**config.mk**
```make
export PLATFORM = sky130hd
export DESIGN_NAME = sprite_hit_engine
export DESIGN_NICKNAME = d
export VERILOG_FILES = /design/src/rtl/sprite_hit_engine.sv
export SDC_FILE = /design/constraint.sdc
export NUM_CORES = 2
export LEC_CHECK = 0
export CORE_UTILIZATION = 64
export CTS_CLUSTER_DIAMETER = 40
export DETAILED_ROUTE_END_ITERATION = 6
export PLACE_DENSITY = 0.88
export SLEW_MARGIN = 20
export SYNTH_ARGS = -nofsm -noshare
export SYNTH_HDL_FRONTEND = slang
export SYNTH_SLANG_ARGS = --single-unit
```
**constraint.sdc**
```tcl
create_clock -name clk -period 7.7 [get_ports clk]
set_clock_uncertainty 0.1 [all_clocks]
set_input_delay 1.155 -clock clk [delete_from_list [all_inputs] [get_ports clk]]
set_output_delay 1.155 -clock clk [all_outputs]
set_load 0.01 [all_outputs]
```
**src/rtl/sprite_hit_engine.sv**
```systemverilog
// Pixel hit-test engine: tests each visible pixel against a double-buffered object table,
// reports covering objects, the top-priority hit and per-frame player collisions.
module sprite_hit_engine #(
    parameter int unsigned N_OBJ  = 8,
    parameter int unsigned HW     = 10,
    parameter int unsigned VW     = 10,
    parameter int unsigned WRAP_W = 850,
    parameter int unsigned IW     = $clog2(N_OBJ)
) (
    input  logic             clk,
    input  logic             rst,
    input  logic             frame_start,
    input  logic             pix_valid,
    input  logic [HW-1:0]    h_cnt,
    input  logic [VW-1:0]    v_cnt,
    input  logic             wr_en,
    input  logic [IW-1:0]    wr_idx,
    input  logic [HW+VW-1:0] wr_loc,
    input  logic [HW+VW-1:0] wr_size,
    input  logic             wr_vis,
    output logic             out_valid,
    output logic [N_OBJ-1:0] hit_vec,
    output logic             top_hit,
    output logic [IW-1:0]    top_idx,
    output logic [N_OBJ-1:0] coll_vec,
    output logic             coll_valid
);

    localparam logic [HW:0] WrapW = (HW+1)'(WRAP_W);

    logic [HW+VW-1:0] sh_loc_q  [N_OBJ];
    logic [HW+VW-1:0] sh_size_q [N_OBJ];
    logic [N_OBJ-1:0] sh_vis_q;
    logic [HW+VW-1:0] act_loc_q  [N_OBJ];
    logic [HW+VW-1:0] act_size_q [N_OBJ];
    logic [N_OBJ-1:0] act_vis_q;

    logic [N_OBJ-1:0] hx_d, hy_d, hx_q, hy_q;
    logic             pv1_q;
    logic [N_OBJ-1:0] hit_d, hit_q;
    logic [IW-1:0]    top_idx_d, top_idx_q;
    logic             top_hit_q, out_valid_q;
    logic [N_OBJ-1:1] sticky_d, sticky_q;
    logic [N_OBJ-1:0] coll_vec_q;
    logic             coll_valid_q;

    // Shadow writes are accepted any time; the active copy only changes on frame_start.
    always_ff @(posedge clk) begin
        if (rst) begin
            for (int i = 0; i < int'(N_OBJ); i++) begin
                sh_loc_q[i]   <= '0;
                sh_size_q[i]  <= '0;
                act_loc_q[i]  <= '0;
                act_size_q[i] <= '0;
            end
            sh_vis_q  <= '0;
            act_vis_q <= '0;
        end else begin
            for (int i = 0; i < int'(N_OBJ); i++) begin
                if (wr_en && wr_idx == IW'(i)) begin
                    sh_loc_q[i]  <= wr_loc;
                    sh_size_q[i] <= wr_size;
                    sh_vis_q[i]  <= wr_vis;
                end
                if (frame_start) begin
                    act_loc_q[i]  <= sh_loc_q[i];
                    act_size_q[i] <= sh_size_q[i];
                    act_vis_q[i]  <= sh_vis_q[i];
                end
            end
        end
    end

    // A pixel coincident with frame_start sees the table being committed on that edge.
    for (genvar i = 0; i < int'(N_OBJ); i++) begin : g_slot
        logic [HW+VW-1:0] loc, size;
        logic             vis;
        logic [HW:0]      hh, x, w, xe;
        logic [VW:0]      vv, y, ht, ye;

        assign loc  = frame_start ? sh_loc_q[i]  : act_loc_q[i];
        assign size = frame_start ? sh_size_q[i] : act_size_q[i];
        assign vis  = frame_start ? sh_vis_q[i]  : act_vis_q[i];

        assign hh = {1'b0, h_cnt};
        assign vv = {1'b0, v_cnt};
        assign x  = {1'b0, loc[HW+VW-1:VW]};
        assign y  = {1'b0, loc[VW-1:0]};
        assign w  = {1'b0, size[HW+VW-1:VW]};
        assign ht = {1'b0, size[VW-1:0]};
        assign xe = x + w;
        assign ye = y + ht;

        assign hx_d[i] = vis && (w != '0) &&
                         ((hh >= x && hh < xe) || (xe > WrapW && hh < xe - WrapW));
        assign hy_d[i] = (ht != '0) && vv >= y && vv < ye;
    end

    always_comb begin
        hit_d     = pv1_q ? (hx_q & hy_q) : '0;
        top_idx_d = '0;
        for (int i = int'(N_OBJ) - 1; i >= 0; i--) begin
            if (hit_d[i]) top_idx_d = IW'(i);
        end
    end

    // Clear happens before set so a hit on the frame_start edge lands in the new frame.
    always_comb begin
        sticky_d = frame_start ? '0 : sticky_q;
        for (int i = 1; i < int'(N_OBJ); i++) begin
            if (out_valid_q && hit_q[0] && hit_q[i]) sticky_d[i] = 1'b1;
        end
    end

    always_ff @(posedge clk) begin
        if (rst) begin
            hx_q         <= '0;
            hy_q         <= '0;
            pv1_q        <= 1'b0;
            hit_q        <= '0;
            top_hit_q    <= 1'b0;
            top_idx_q    <= '0;
            out_valid_q  <= 1'b0;
            sticky_q     <= '0;
            coll_vec_q   <= '0;
            coll_valid_q <= 1'b0;
        end else begin
            hx_q         <= hx_d;
            hy_q         <= hy_d;
            pv1_q        <= pix_valid;
            hit_q        <= hit_d;
            top_hit_q    <= |hit_d;
            top_idx_q    <= top_idx_d;
            out_valid_q  <= pv1_q;
            sticky_q     <= sticky_d;
            coll_valid_q <= frame_start;
            if (frame_start) coll_vec_q <= {sticky_q, 1'b0};
        end
    end

    assign out_valid  = out_valid_q;
    assign hit_vec    = hit_q;
    assign top_hit    = top_hit_q;
    assign top_idx    = top_idx_q;
    assign coll_vec   = coll_vec_q;
    assign coll_valid = coll_valid_q;

endmodule

```
After elaboration in Yosys (flattened, before gate mapping)
Memories as Yosys holds them, arrays and structs flattened.
Index checks and enable logic that the tools add are counted.

word-level totals
  bits in latches = 0
  bits in registers = 61
  bits in read-only memories = 0
  output and inout port bits = 22
  word-level logic and storage cells = 344
  memory bits (writable) = 640
  input port bits = 69
  memories = 4

memories
  name        depth  bits a word  rd ports  clocked after Yosys merged registers in  wr ports  RTL line  source
  act_loc_q   8      20           8         0                                        8         34        logic [HW+VW-1:0] act_loc_q [N_OBJ];
  act_size_q  8      20           8         0                                        8         35        logic [HW+VW-1:0] act_size_q [N_OBJ];
  sh_loc_q    8      20           8         0                                        8         31        logic [HW+VW-1:0] sh_loc_q [N_OBJ];
  sh_size_q   8      20           8         0                                        8         32        logic [HW+VW-1:0] sh_size_q [N_OBJ];

cells by class
  add/subtract/negate cells = 24
  multiplexer cells = 101
  magnitude comparators = 48
  $mul = 0
  reductions and logical operators = 100
  bitwise gates (word level) = 33
  divide/modulo/power cells = 0
  shifts and indexed selects = 0
  equality and inequality tests = 7

operators with widths
  cell                    count
  $mux 20                 48
  $lt 10x11->1            24
  $add 10x10->11          16
  $reduce_bool 11->1      16
  $ge 10x10->1            16
  $gt 11x10->1 const B    8
  $sub 11x10->11 const B  8
  $logic_and 1x1->1       64
  $mux 1                  45
  $or 1x1->1              32
  $reduce_bool 2->1       7
  $eq 3x3->1 const B      4
  $mux 3                  4
  $and 8x8->8             1
  $logic_or 1x1->1        8
  $mux 8                  1
  $reduce_or 8->1         1
  $mux 7                  1
  $eq 3x2->1 const B      2
  $reduce_or 5->1         1
  $mux 2                  2
  $eq 3x1->1 const B      1
  $logic_not 3->1         1
  $reduce_or 3->1         1
  $reduce_or 2->1         1

Logic depth before layout (Yosys ltp)
  depth in word-level cells = 9
  mapped depth = 28

Worst setup path after synthesis
OpenSTA, ideal clock, no wires.

  path kind = input port to flip-flop
  start point = input port frame_start
  end point = memory act_loc_q[0][0] (netlist name) (enable)
  arrival time = 6.379 ns
  library setup time = 0.550 ns
  buffers on the path = 6
  slack = 0.671 ns
  stages = 7
  cells stage by stage = buf_2 > buf_2 > buf_2 > buf_2 > buf_2 > buf_2 > or2_2

RTL lines
  what         RTL line  source
  from (decl)  12        input logic frame_start,
  to (decl)    34

Worst setup path in the final report
  start point = input port frame_start
  end point = register hx_q[2]

on the way
  cells in the longest elaborated chain, start to end = 7
  elaborated cells on any way between the ends = 15

ends and longest elaborated chain
  what                        RTL line  source
  $mux 20 (on tied branches)  81, 82
  $add 10x10->11              91        assign xe = x + w;
  $sub 11x10->11              95        ((hh >= x && hh < xe) || (xe > WrapW && hh < xe - WrapW));
  $lt 10x11->1                95
  $logic_and 1x1->1           95
  $logic_or 1x1->1            95
  $logic_and 1x1->1 (*)       94        assign hx_d[i] = vis && (w != '0) &&
  to (signal assigned)        117       hx_q <= '0;
  to (signal assigned)        128       hx_q <= hx_d;
  to (decl)                   38        logic [N_OBJ-1:0] hx_d, hy_d, hx_q, hy_q;

Mark *: on every way between the ends. The rest lies on a longest branch, timed or not.
A chain may end at the register's enable or synchronous reset.

==> impl_results.md <==
- Status: finished, final reports clean
- Crit end category: flip-flop
- Dpl cells: 4862
- CP peak stage delay: 0.55 ns
- Register area: 20400 um^2
- DIE AREA: 70200 um^2
- Min Hold Slack: 0.360 ns
- Residual DRC count: 0
- Core area: between 60000 and 70000 um^2
- First drt pass iteration count: 5
- Post-synth EDFFs: 640
- R2R depth: 19
- Worst-skew pair later-pin latency: approximately 0.66 ns
- Worst setup SP type: input pin
- Tmin final: approximately 5.6 ns
- Crit Path Max Fanout: 77
- Fill count: 4309
- Nets: 4678
- Worst min path class: flip-flop to flip-flop
- Multi-input gate area: 22300 um^2
- Worst slew margin: 24.5%
- Vias in the first global route: 32526
- Vias per cell: between 6 and 7
- Max cap viols: 0
- Clk slew on worst S/H paths: 0.06 ns
- Reg-to-reg critical path endpoint: hx_q[2]
- Critical path class: input pin to flip-flop
- Fmax: 178 MHz
- Slew Limit Fails: 0
- Area Growth Syn to Fin: 11.3%
- Hold Fails Final Rpt: 0
- CP bufs+invs: 2
- Area post-placement: 46100 um^2
- Hpwl dp: 71800 um
- Num CTS Buffers: 91
- Worst reg2reg path startpoint: sh_size_q[0][50]
- CTS tree: built
- Share of post-route cells with drive strength above 1: approximately 10%
- Clock Path Buffers: 3
- Hold_sp: hy_q[0]
- Die height: 265 um
- Core Rows: between 90 and 100
- Crit-path cells: buf_8 -> buf_4 -> mux2_2 -> ha_1 -> a211oi_1 -> nor3b_1 -> o31ai_1 -> a21oi_1 -> xnor2_1 -> nor2_1 -> xor2_1 -> ha_1 -> a2111oi_0 -> nor2b_1 -> o21ai_0 -> nand2_1 -> a21oi_1 -> nor3b_1 -> mux2i_1 -> o22ai_1
- RSZ-0062 raised after global routing: false
- Top cell family by delay on the critical path: compound AO/OA/AOI/OAI gates
- Routed Antenna Nets: 0
- Flop2flop setup slack: 2.96 ns
- First-pass GRT wire length: 173000 um
- Leak pwr: 21.2 nW
- Synthesized flop and latch total: roughly 700
- Largest net degree at the start of global routing: 153
- Critical Path AT: slightly above 6 ns
- PD cells: 254 nW/um^2
- Boundary pin count: 91
- Post-layout instance area: between 40000 and 50000 um^2
- Cell depth of the worst setup path: 20
- Synth warn: 0
- Slowest CP cell: buf_8
- Worst VDD drop: roughly 0.00017 V
- Final Instance Count excl. Fillers: ~5000
- Clk root buf: clkbuf_16
- Measured slew at the worst slew-check pin: 1.13 ns
- Setup TNS Final: 0 ns
- Gr usage total: 31.5%
- # clock sinks: 701
- Synth cell types: 80
- GR Overflow Total: 0
- Crit share post-route: 72.8%
- Cell count after synthesis: 3980
- Final Setup Violations: 0
- Required @ worst endpoint: 8.17 ns
- Post-detailed-routing wire length: 111000 um
- Post-synth ARST share: 0%
- Port Buffers: around 90
- Final GP Congestion: 0.879
- Post_cts resized: 0
- Drt wl/cell: 22.0 um
- Initial drt markers: 2661
- Hold_buf cts: 0
- # H-tree levels: 3
- Post-CTS setup buffers: 0
- Initial antenna violation count: 2
- Mean Syn Cell Area: between 10 and 15 um^2
- Vias: around 32000
- Mapped Nets: ~4600
- Post-synth top flop: edfxtp_1
- Worst hold path depth: 1
- Post-synthesis sequential area ratio: a little under half
- Mapped Area: 44200 um^2
- Initial Util: between 60% and 70%
- Total power: 12.5 mW
- Hold Path End: top_idx[0]
- Die X-Extent: 265 um
- Ant. Diodes: 0
## cell families (layout without fill, tap and decap cells)
group / count (synthesis) / count (layout) / synth area share, %
xor gates and xnor gates: 170 / 170 / 3.46
DFF: 701 / 701 / 46.2
muxes: 347 / 347 / 8.35
buffers and inverters: 413 / 584 / 3.61
AOI/OAI and AO/OA: 711 / 711 / 10.4
adders and majority gates: 544 / 544 / 15.6
other: 1 / 1 / 0.00847
and+or+nand+nor: 1093 / 1093 / 12.4
## state kept, by name, indices dropped and copies added (netlist names), 8 cells and up
register,count
act_loc_q,160
hx_q,8
act_size_q,160
sh_vis_q,8
sh_loc_q,160
hy_q,8
act_vis_q,8
hit_vec,8
sh_size_q,160
## stage by stage
step	utilization, %	setup WS [ns]
floorplan	-	0.671
global placement	67.3	1.73
detailed placement	67.3	1.57
CTS	71.9	2.20
global route	72.0	1.72
finish	72.0	2.09
## layout make-up
class	instances	area share [%]
sequential	701	41.5
clock buffer	98	4.70
inverter	293	2.23
timing repair buffer	120	2.38
clock inverter	73	1.75
tap	882	2.24
multi-input combinational	2866	45.2
## report_power, final
group          leakage [nW]  internal [mW]  switching, mW
registers              7.10           4.45          0.114
clock network          1.52           2.58           1.82
logic                  12.6           1.51           2.03
## synth_stat cells (91+ instances only)
cell      count  area (um^2)
o21ai_0     150          751
nand2_1      91          342
a21oi_1     211         1060
inv_1       293         1100
mux2i_1     171         1710
edfxtp_1    640        19200
mux2_2      176         1980
nor2_1      428         1610
and2_1      244         1530
nor2b_1     117          732
ha_1        520         6510
xnor2_1     114          998
## worst max-delay path by stage
stage / startpoint / slack, ns / to
floorplan: frame_start / 0.67 / act_loc_q[0][0]
CTS: frame_start / 2.20 / hx_q[3]
detailed placement: frame_start / 1.57 / hx_q[2]
global route: frame_start / 1.72 / hx_q[2]
global placement: frame_start / 1.73 / hx_q[2]
finish: frame_start / 2.09 / hx_q[2]
## worst register-to-register path, stage by stage, from the launching register on
cell	delay [ns]
edfxtp_1	0.40
mux2_2	0.30
ha_1	0.26
fa_1	0.42
a211oi_1	0.33
nor3b_1	0.13
o31ai_1	0.29
a21oi_1	0.16
xnor2_1	0.40
nor2_1	0.11
xor2_1	0.17
ha_1	0.22
a2111oi_0	0.52
nor2b_1	0.19
o21ai_0	0.08
nand2_1	0.09
a21oi_1	0.05
nor3b_1	0.20
mux2i_1	0.12
o22ai_1	0.13
## cell usage in the layout (no fill, tap or decap), types with 16 or more instances in the layout
master,n
o21a_1,22
xnor2_1,114
mux2i_1,171
o211ai_1,26
dfxtp_1,61
edfxtp_1,640
and2_1,244
a31oi_1,21
o31ai_1,19
inv_1,293
mux2_2,176
fa_1,16
clkdlybuf4s50_1,83
o21bai_1,41
a21o_1,73
nor2b_1,116
ha_1,520
clkbuf_16,91
nand2b_1,73
nor4_1,36
nor2_1,428
nor3_1,24
nand2_1,88
xor2_1,52
nand3_1,25
inv_6,16
buf_4,26
a211oi_1,22
o21ai_0,150
a21oi_1,211
## per-layer routing
| layer | vias up | global-route usage [%] | wire length [um] |
|---|---|---|---|
| li1 | 14548 | - | - |
| met5 | - | 0 | 0 |
| met2 | 1444 | 52.5 | 52400 |
| met4 | 0 | 14.0 | 4420 |
| met3 | 298 | 4.90 | 9510 |
| met1 | 15511 | 40.8 | 44200 |
No activity file was read; power rests on OpenSTA's default activity.
